<file path="src/rtl/sysid_checker_pkg.sv">
// Shared types and constants for the system-ID read checker.
package sysid_checker_pkg;

  localparam int unsigned DATA_W = 32;
  localparam int unsigned ERR_W  = 2;

  typedef enum logic [2:0] {
    ST_IDLE,
    ST_REQ_ID,
    ST_LAT_ID,
    ST_CMP_ID,
    ST_REQ_TS,
    ST_LAT_TS,
    ST_CMP_TS,
    ST_FIN
  } state_e;

  localparam logic [ERR_W-1:0] ERR_NONE    = 2'd0;
  localparam logic [ERR_W-1:0] ERR_ID      = 2'd1;
  localparam logic [ERR_W-1:0] ERR_TS      = 2'd2;
  localparam logic [ERR_W-1:0] ERR_TIMEOUT = 2'd3;

  localparam logic ADDR_ID = 1'b0;
  localparam logic ADDR_TS = 1'b1;

endpackage

</file>
<file path="src/rtl/sysid_read_port.sv">
// Single Avalon-MM read: holds the strobe through waitrequest, waits out the
// fixed read latency and captures readdata. Optional stall timeout is built
// when SYSID_CHECKER_TIMEOUT_EN is defined.
module sysid_read_port
  import sysid_checker_pkg::*;
#(
  parameter int unsigned READ_LATENCY   = 0,
  parameter int unsigned TIMEOUT_CYCLES = 1023
) (
  input  logic              clock,
  input  logic              reset,
  input  logic              req,
  input  logic              addr,
  output logic              avm_address,
  output logic              avm_read,
  input  logic              avm_waitrequest,
  input  logic [DATA_W-1:0] avm_readdata,
  output logic              accept_c,
  output logic              capture_c,
  output logic              timeout_c,
  output logic [DATA_W-1:0] data
);

  // Reject configurations the latency counter and timeout cannot represent
  if (READ_LATENCY > 3 || TIMEOUT_CYCLES == 0) begin : g_bad_param
    $error("sysid_read_port: READ_LATENCY must be 0..3 and TIMEOUT_CYCLES at least 1");
  end

  logic [1:0] lat_cnt_q;

  // Strobe up and slave not stalling: the read is taken this cycle
  assign accept_c  = avm_read & ~avm_waitrequest;
  // Zero latency samples on the accept edge, otherwise on the last latency cycle
  assign capture_c = (READ_LATENCY == 0) ? accept_c : (lat_cnt_q == 2'd1);

`ifdef SYSID_CHECKER_TIMEOUT_EN
  localparam int unsigned TMO_W = $clog2(TIMEOUT_CYCLES + 1);

  logic [TMO_W-1:0] tmo_cnt_q;

  // Fires on the stall cycle that brings the count to TIMEOUT_CYCLES
  assign timeout_c = avm_read & avm_waitrequest &
                     (tmo_cnt_q == TMO_W'(TIMEOUT_CYCLES - 1));

  // Count consecutive stalled cycles of the current read
  always_ff @(posedge clock) begin
    if (reset || !avm_read || !avm_waitrequest || timeout_c) begin
      tmo_cnt_q <= '0;
    end else begin
      tmo_cnt_q <= tmo_cnt_q + TMO_W'(1);
    end
  end
`else
  assign timeout_c = 1'b0;
`endif

  // Bus strobe, latency countdown and data capture
  always_ff @(posedge clock) begin
    if (reset) begin
      avm_read    <= 1'b0;
      avm_address <= ADDR_ID;
      lat_cnt_q   <= 2'd0;
      data        <= '0;
    end else begin
      if (req) begin
        avm_read    <= 1'b1;
        avm_address <= addr;
      end else if (accept_c || timeout_c) begin
        avm_read <= 1'b0;
      end
      if (accept_c && READ_LATENCY != 0) begin
        lat_cnt_q <= 2'(READ_LATENCY);
      end else if (lat_cnt_q != 2'd0) begin
        lat_cnt_q <= lat_cnt_q - 2'd1;
      end
      if (capture_c) begin
        data <= avm_readdata;
      end
    end
  end

endmodule

</file>
<file path="config.mk">
export PLATFORM = sky130hd
export DESIGN_NAME = sysid_read_port
export DESIGN_NICKNAME = d
export VERILOG_FILES = /design/src/rtl/sysid_checker_pkg.sv /design/src/rtl/sysid_read_port.sv
export SDC_FILE = /design/constraint.sdc
export NUM_CORES = 1
export LEC_CHECK = 0
export CORE_ASPECT_RATIO = 1.75
export CORE_MARGIN = 2
export CORE_UTILIZATION = 45
export CTS_CLUSTER_DIAMETER = 30
export DETAILED_ROUTE_END_ITERATION = 12
export PLACE_DENSITY = 0.86
export SLEW_MARGIN = 20
export SYNTH_ARGS = -nofsm -noshare
export SYNTH_HDL_FRONTEND = slang
export SYNTH_SLANG_ARGS = --single-unit
</file>
<file path="constraint.sdc">
create_clock -name clock -period 2.5 [get_ports clock]
set_input_delay 0.375 -clock clock [delete_from_list [all_inputs] [get_ports clock]]
set_output_delay 0.375 -clock clock [all_outputs]
set_load 0.02 [all_outputs]
</file>
==> impl_metrics.csv <==
group,metric,value,unit
timing,min_period,2.13,ns
finish,multi_input_area,866,sq um
finish,insertedDiodeCount,0,
worst_hold_path,hold-path-cell-count,2,
clock_tree,clock_tree.buffer_depth,2,
power,p_per_area,492,nW/um^2
worst_setup_path,reg2reg_to,"data[28]$_SDFFE_PP0P_",
global_route,grt_antenna_before_repair,0,
finish,flow.area_growth_from_synthesis,47.6,%
clock_tree,cts-htree-levels,2,
drt,route.antenna.remaining_nets,0,
clock_tree,tritoncts_clock_tree,"yes",
worst_hold_path,min-delay-start,"data[30]$_SDFFE_PP0P_",
timing,fin_worst_skew,0.00360,ns
timing,grt_setup_unrepaired,"false",
floorplan,initial_utilization,46.4,%
timing,setup_viol_count_final,0,
floorplan,io_pins,74,
worst_setup_path,worstSetupPathType,"reg2out",
run,max_cap_viol_count,0,
placed_design,placer_congestion,0.686,
worst_setup_path,critPathMaxFanout,14,
floorplan,placement_rows,29,
synth,syn-mean-instance-area,10.7,sq um
worst_setup_path,cp_data_required_time,2.12,ns
clock_tree,clkTransAtPathRegs,0.06,ns
synth,asyncSetResetFlopFracSynth,0,%
clock_tree,cts_made_buffers,5,
synth,post_synth_num_cell_types,14,
clock_tree,numClockSinks,34,
timing,min_period_over_period,85.1,%
power,totalPowerFinal,0.00120,W
synth,synthCells,154,
power,max-vdd-ir-drop,0.431,mV
power,power.leakage,0.839,nW
drt,detail_route.first_pass.iterations,3,
worst_setup_path,critical_path_arrival,1.75,ns
synth,synth.net_count,191,
global_route,first_pass_grt_wire_length,6490,um
timing,timing_max_transition_violations_final,0,
synth,yosys_warnings,0,
global_route,grt_max_degree,67,
timing,tightestPinTransition,0.520,ns
status,outcome,"completed",
drt,wl_per_cell,15.3,um
worst_setup_path,timing.reg2reg.worst_path_depth,3,
drt,post_drt_via_cell_ratio,5.28,
worst_setup_path,timing.rr.start,"avm_read$_SDFFE_PP0P_",
synth,synth_seq_area_share,41.2,%
timing,tns,0,ns
timing,smallest_hold_slack,0.466,ns
synth,ys_top_cells_by_area,"dfxtp_1, nand4bb_1, o21ai_2",
placed_design,place.detailed.hpwl,2890,um
synth,synthDominantAreaCellType,"dfxtp_1",
global_route,overflow,0,
synth,ys_top_cells_by_count,"dfxtp_1, nand2b_1, nand4bb_1, o21ai_2, clkbuf_1",
synth,post-synth-top-count-cell,"dfxtp_1",
floorplan,floorplan.core_area,3560,sq um
drt,wirelength,4040,um
timing,final-hold-violation-count,0,
timing,slew-limit-headroom,65.3,%
worst_hold_path,hold-path-endpoint,"data[30]$_SDFFE_PP0P_",
global_route,first_global_vias,1409,
floorplan,floorplan.die_area,4190,sq um
drt,route.vias.total,1394,
clock_tree,cts_resized,0,
finish,regArea,681,sq um
finish,drive_gt1_share,18.3,%
synth,synth.top_cell.area_share,41.2,%
worst_setup_path,setup.worst_path.start,"avm_read$_SDFFE_PP0P_",
synth,ys_seq_elements,34,
clock_tree,clock_tree.root_cell,"clkbuf_8",
synth,post_synthesis_instance_area,1650,sq um
clock_tree,hold_buffers,0,
finish,filler_free_cell_count_of_the_finished_design,264,
placed_design,number_of_i_o_port_buffers,72,
worst_setup_path,worst-r2r-setup-slack,0.88,ns
finish,final.fill_count,291,
floorplan,die_height,84.1,um
floorplan,die-width,49.8,um
worst_hold_path,worst_hold_path_class,"reg2reg",
global_route,global_route.usage.total,20.1,%
drt,drt_iter0_markers,27,
placed_design,dpl.cell_count,258,
synth,ys_dominant_reg_cell,"dfxtp_1",
worst_setup_path,worst_setup_path_end_kind,"primary output",
worst_setup_path,kind_of_launch_point_of_the_worst_setup_path,"flop",
finish,finish.net_count,256,
timing,max_freq,470,MHz
drt,drc_errors_left,0,
clock_tree,clkLatencyLatePin,0.28,ns
clock_tree,post_cts_buffers,0,
synth,synth_enable_flop_cells,0,
[sequential cells by signal, summed over array words and instances (netlist names)]
register	flops
data	32
avm_address	1
avm_read	1
[kinds of logic after synthesis]
group                  share of synthesized area, %
AO/OA/AOI/OAI                                  16.6
buffers and inverters                          6.36
flip-flops                                     41.2
multiplexers                                  0.606
other                                         0.227
AND/OR/NAND/NOR                                35.0
[metrics by stage]
| stage | area [sq um] | setup slack, ns | util, % |
|---|---|---|---|
| finish | 2440 | 0.374 | 68.5 |
| global route | 2440 | 0.277 | 68.5 |
| CTS | 2440 | 0.332 | 68.5 |
| detailed placement | 2350 | 0.461 | 66.2 |
| global placement | 2350 | 0.441 | 66.2 |
| floorplan | 1650 | 1.03 | - |
[final cells by class]
class / instances / share of cell area (%)
tap: 46 / 2.36
multi-input combinational: 102 / 35.5
timing repair buffer: 76 / 30.8
sequential: 34 / 27.9
clock buffer: 6 / 3.39
[how the worst max path moves through the flow]
stage | cells after the start | to | slack, ns
finish | 2 | capture_c | 0.37
global placement | 3 | accept_c | 0.44
global route | 2 | capture_c | 0.28
CTS | 2 | capture_c | 0.33
detailed placement | 3 | capture_c | 0.46
floorplan | 3 | capture_c | 1.03
[layer usage]
metal / routed length (um) / share of wire (%) / track usage, %
met3: 274 / 6.8 / 6.05
met1: 1600 / 39 / 21.4
met4: 71 / 1.8 / 9.34
met5: 0 / 0 / 0
met2: 2100 / 52 / 35.3
[cells in the final DEF, fill, tap and decap left out]
cell	count
nor2_1	2
o21ai_1	3
nand2b_1	32
a21oi_1	1
mux2i_1	1
clkbuf_8	6
nand4bb_1	32
dfxtp_1	34
buf_4	4
clkdlybuf4s50_1	72
conb_1	1
and2b_4	1
o21ai_2	29
[power breakdown]
part           switching (W)  internal (W)  total, W
combinational      0.0000988      0.000131  0.000230
clock               0.000177      0.000212  0.000389
sequential         0.0000155      0.000564  0.000580
total               0.000291      0.000907   0.00120
[worst max-delay path, cell delays in order, from the launching register on]
cell	delay [ns]
dfxtp_1	0.63
and2b_4	0.25
clkdlybuf4s50_1	0.60
(Power assumes the default switching activity.)
==> variant (config.mk and constraints unchanged) <==
The option `SYSID_CHECKER_TIMEOUT_EN` is turned on by a define.
--- a/src/rtl/sysid_read_port.sv
+++ b/src/rtl/sysid_read_port.sv
@@ -3,2 +3,4 @@
 // when SYSID_CHECKER_TIMEOUT_EN is defined.
+`define SYSID_CHECKER_TIMEOUT_EN
+
 module sysid_read_port
Formal check against the unedited RTL: no difference found for any inputs over 10 cycles, from zero or initial values and one cycle with reset high; that may be too few to reach the edited logic, so the function may still have changed.
==> variant against the unedited design <==
Sequential cell count increased by 10; non-clock buffer count unchanged; wire length decreased by 0.17%; cell area up 4.2%; area after synthesis up 1.3%; total power rose by 23%; largest cell class is now flip-flops and latches; setup slack worse by 0.19 ns; hold slack lost 0.010 ns.
==> variant: results (changes against the unedited design) <==
status finished clean; dpl ws 0.317 ns (-0.144 ns); register area share after synthesis 52.7% (+11 points); syn_nets 241 (+26%); largest net degree at the start of global routing 33 (-51%); Clk. pwr 534 uW (+37%); grt met2 use 36.0% (+0.73 points); Crit path max-delay family buffers and inverters; WL met1 1560 microns (-2.1%); Layout Cells excl Fill 320 (+21%); Post-DP HPWL 2940 microns (+1.7%); fillers 280 (-3.8%); Clock transition at path regs 0.09 ns (+0.03 ns); crit path max-delay cell type clkdlybuf4s50_1; DRT iter0 DRCs 6 (-78%); adder-cell share of the synthesized area 1.50% (+1.5 points); Port Buffers 73 (+1.4%); Leakage 0.902 nW (+7.5%); CP max FO 6 (-8); Slew @ Worst Pin 0.384 ns (-0.137 ns); Area after DPL 0.00243 sq mm (+3.1%); commonest cells in the synthesized netlist nand2_1, dfxtp_1, a21oi_1, clkbuf_1, nor2_1; Inst Count DP 312 (+21%); Total GRT Usage 20.8% (+0.71 points); first-pass GRT wire length 6870 microns (+5.9%); Top Registers data x32, tmo_cnt_q x10; switching part of the total power 23.3% (-1.0 points); routed vias 1572 (+13%); distinct cell type count after synthesis 30 (+16); VDD IR max 494 uV (+14%); Critical Path AT 1.94 ns (+0.19 ns); Seq. pwr 737 uW (+27%); skew final 0.00567 ns (+0.00207 ns); routed wire length on met3 187 microns (-32%); TritonRoute pass-1 iters 4 (+1); Placer Congestion 0.754 (+9.9%)
## variant: changes by cell type after synthesis, moves of 4 or more
cell       before  now
nand2_1         0   69
a21oi_1         1   36
nand4bb_1      32    0
nand2b_1       32    1
o21ai_2        29    0
dfxtp_1        34   44
nand3_1         0    5
inv_1           0    4
nor2_1          2    6
## variant: worst paths after layout
kind | startpoint | endpoint | slack [ns] | cells after the start
min reg2reg | data[31] | data[31] | 0.46 | 2
max reg2reg | tmo_cnt_q[1] | avm_read | 1.02 | 4
min | data[31] | data[31] | 0.46 | 2
max | tmo_cnt_q[2] | timeout_c | 0.18 | 4
## variant: layout make-up
type / count / area, sq um / share of cell area, %
multi-input cells: 141 / 718 / 28.3
repair buffers: 76 / 753 / 29.7
inverters: 5 / 18.8 / 0.739
flip-flops and latches: 44 / 881 / 34.7
clock inverters: 3 / 42.5 / 1.67
clock buffers: 5 / 68.8 / 2.71
well taps: 46 / 57.6 / 2.27
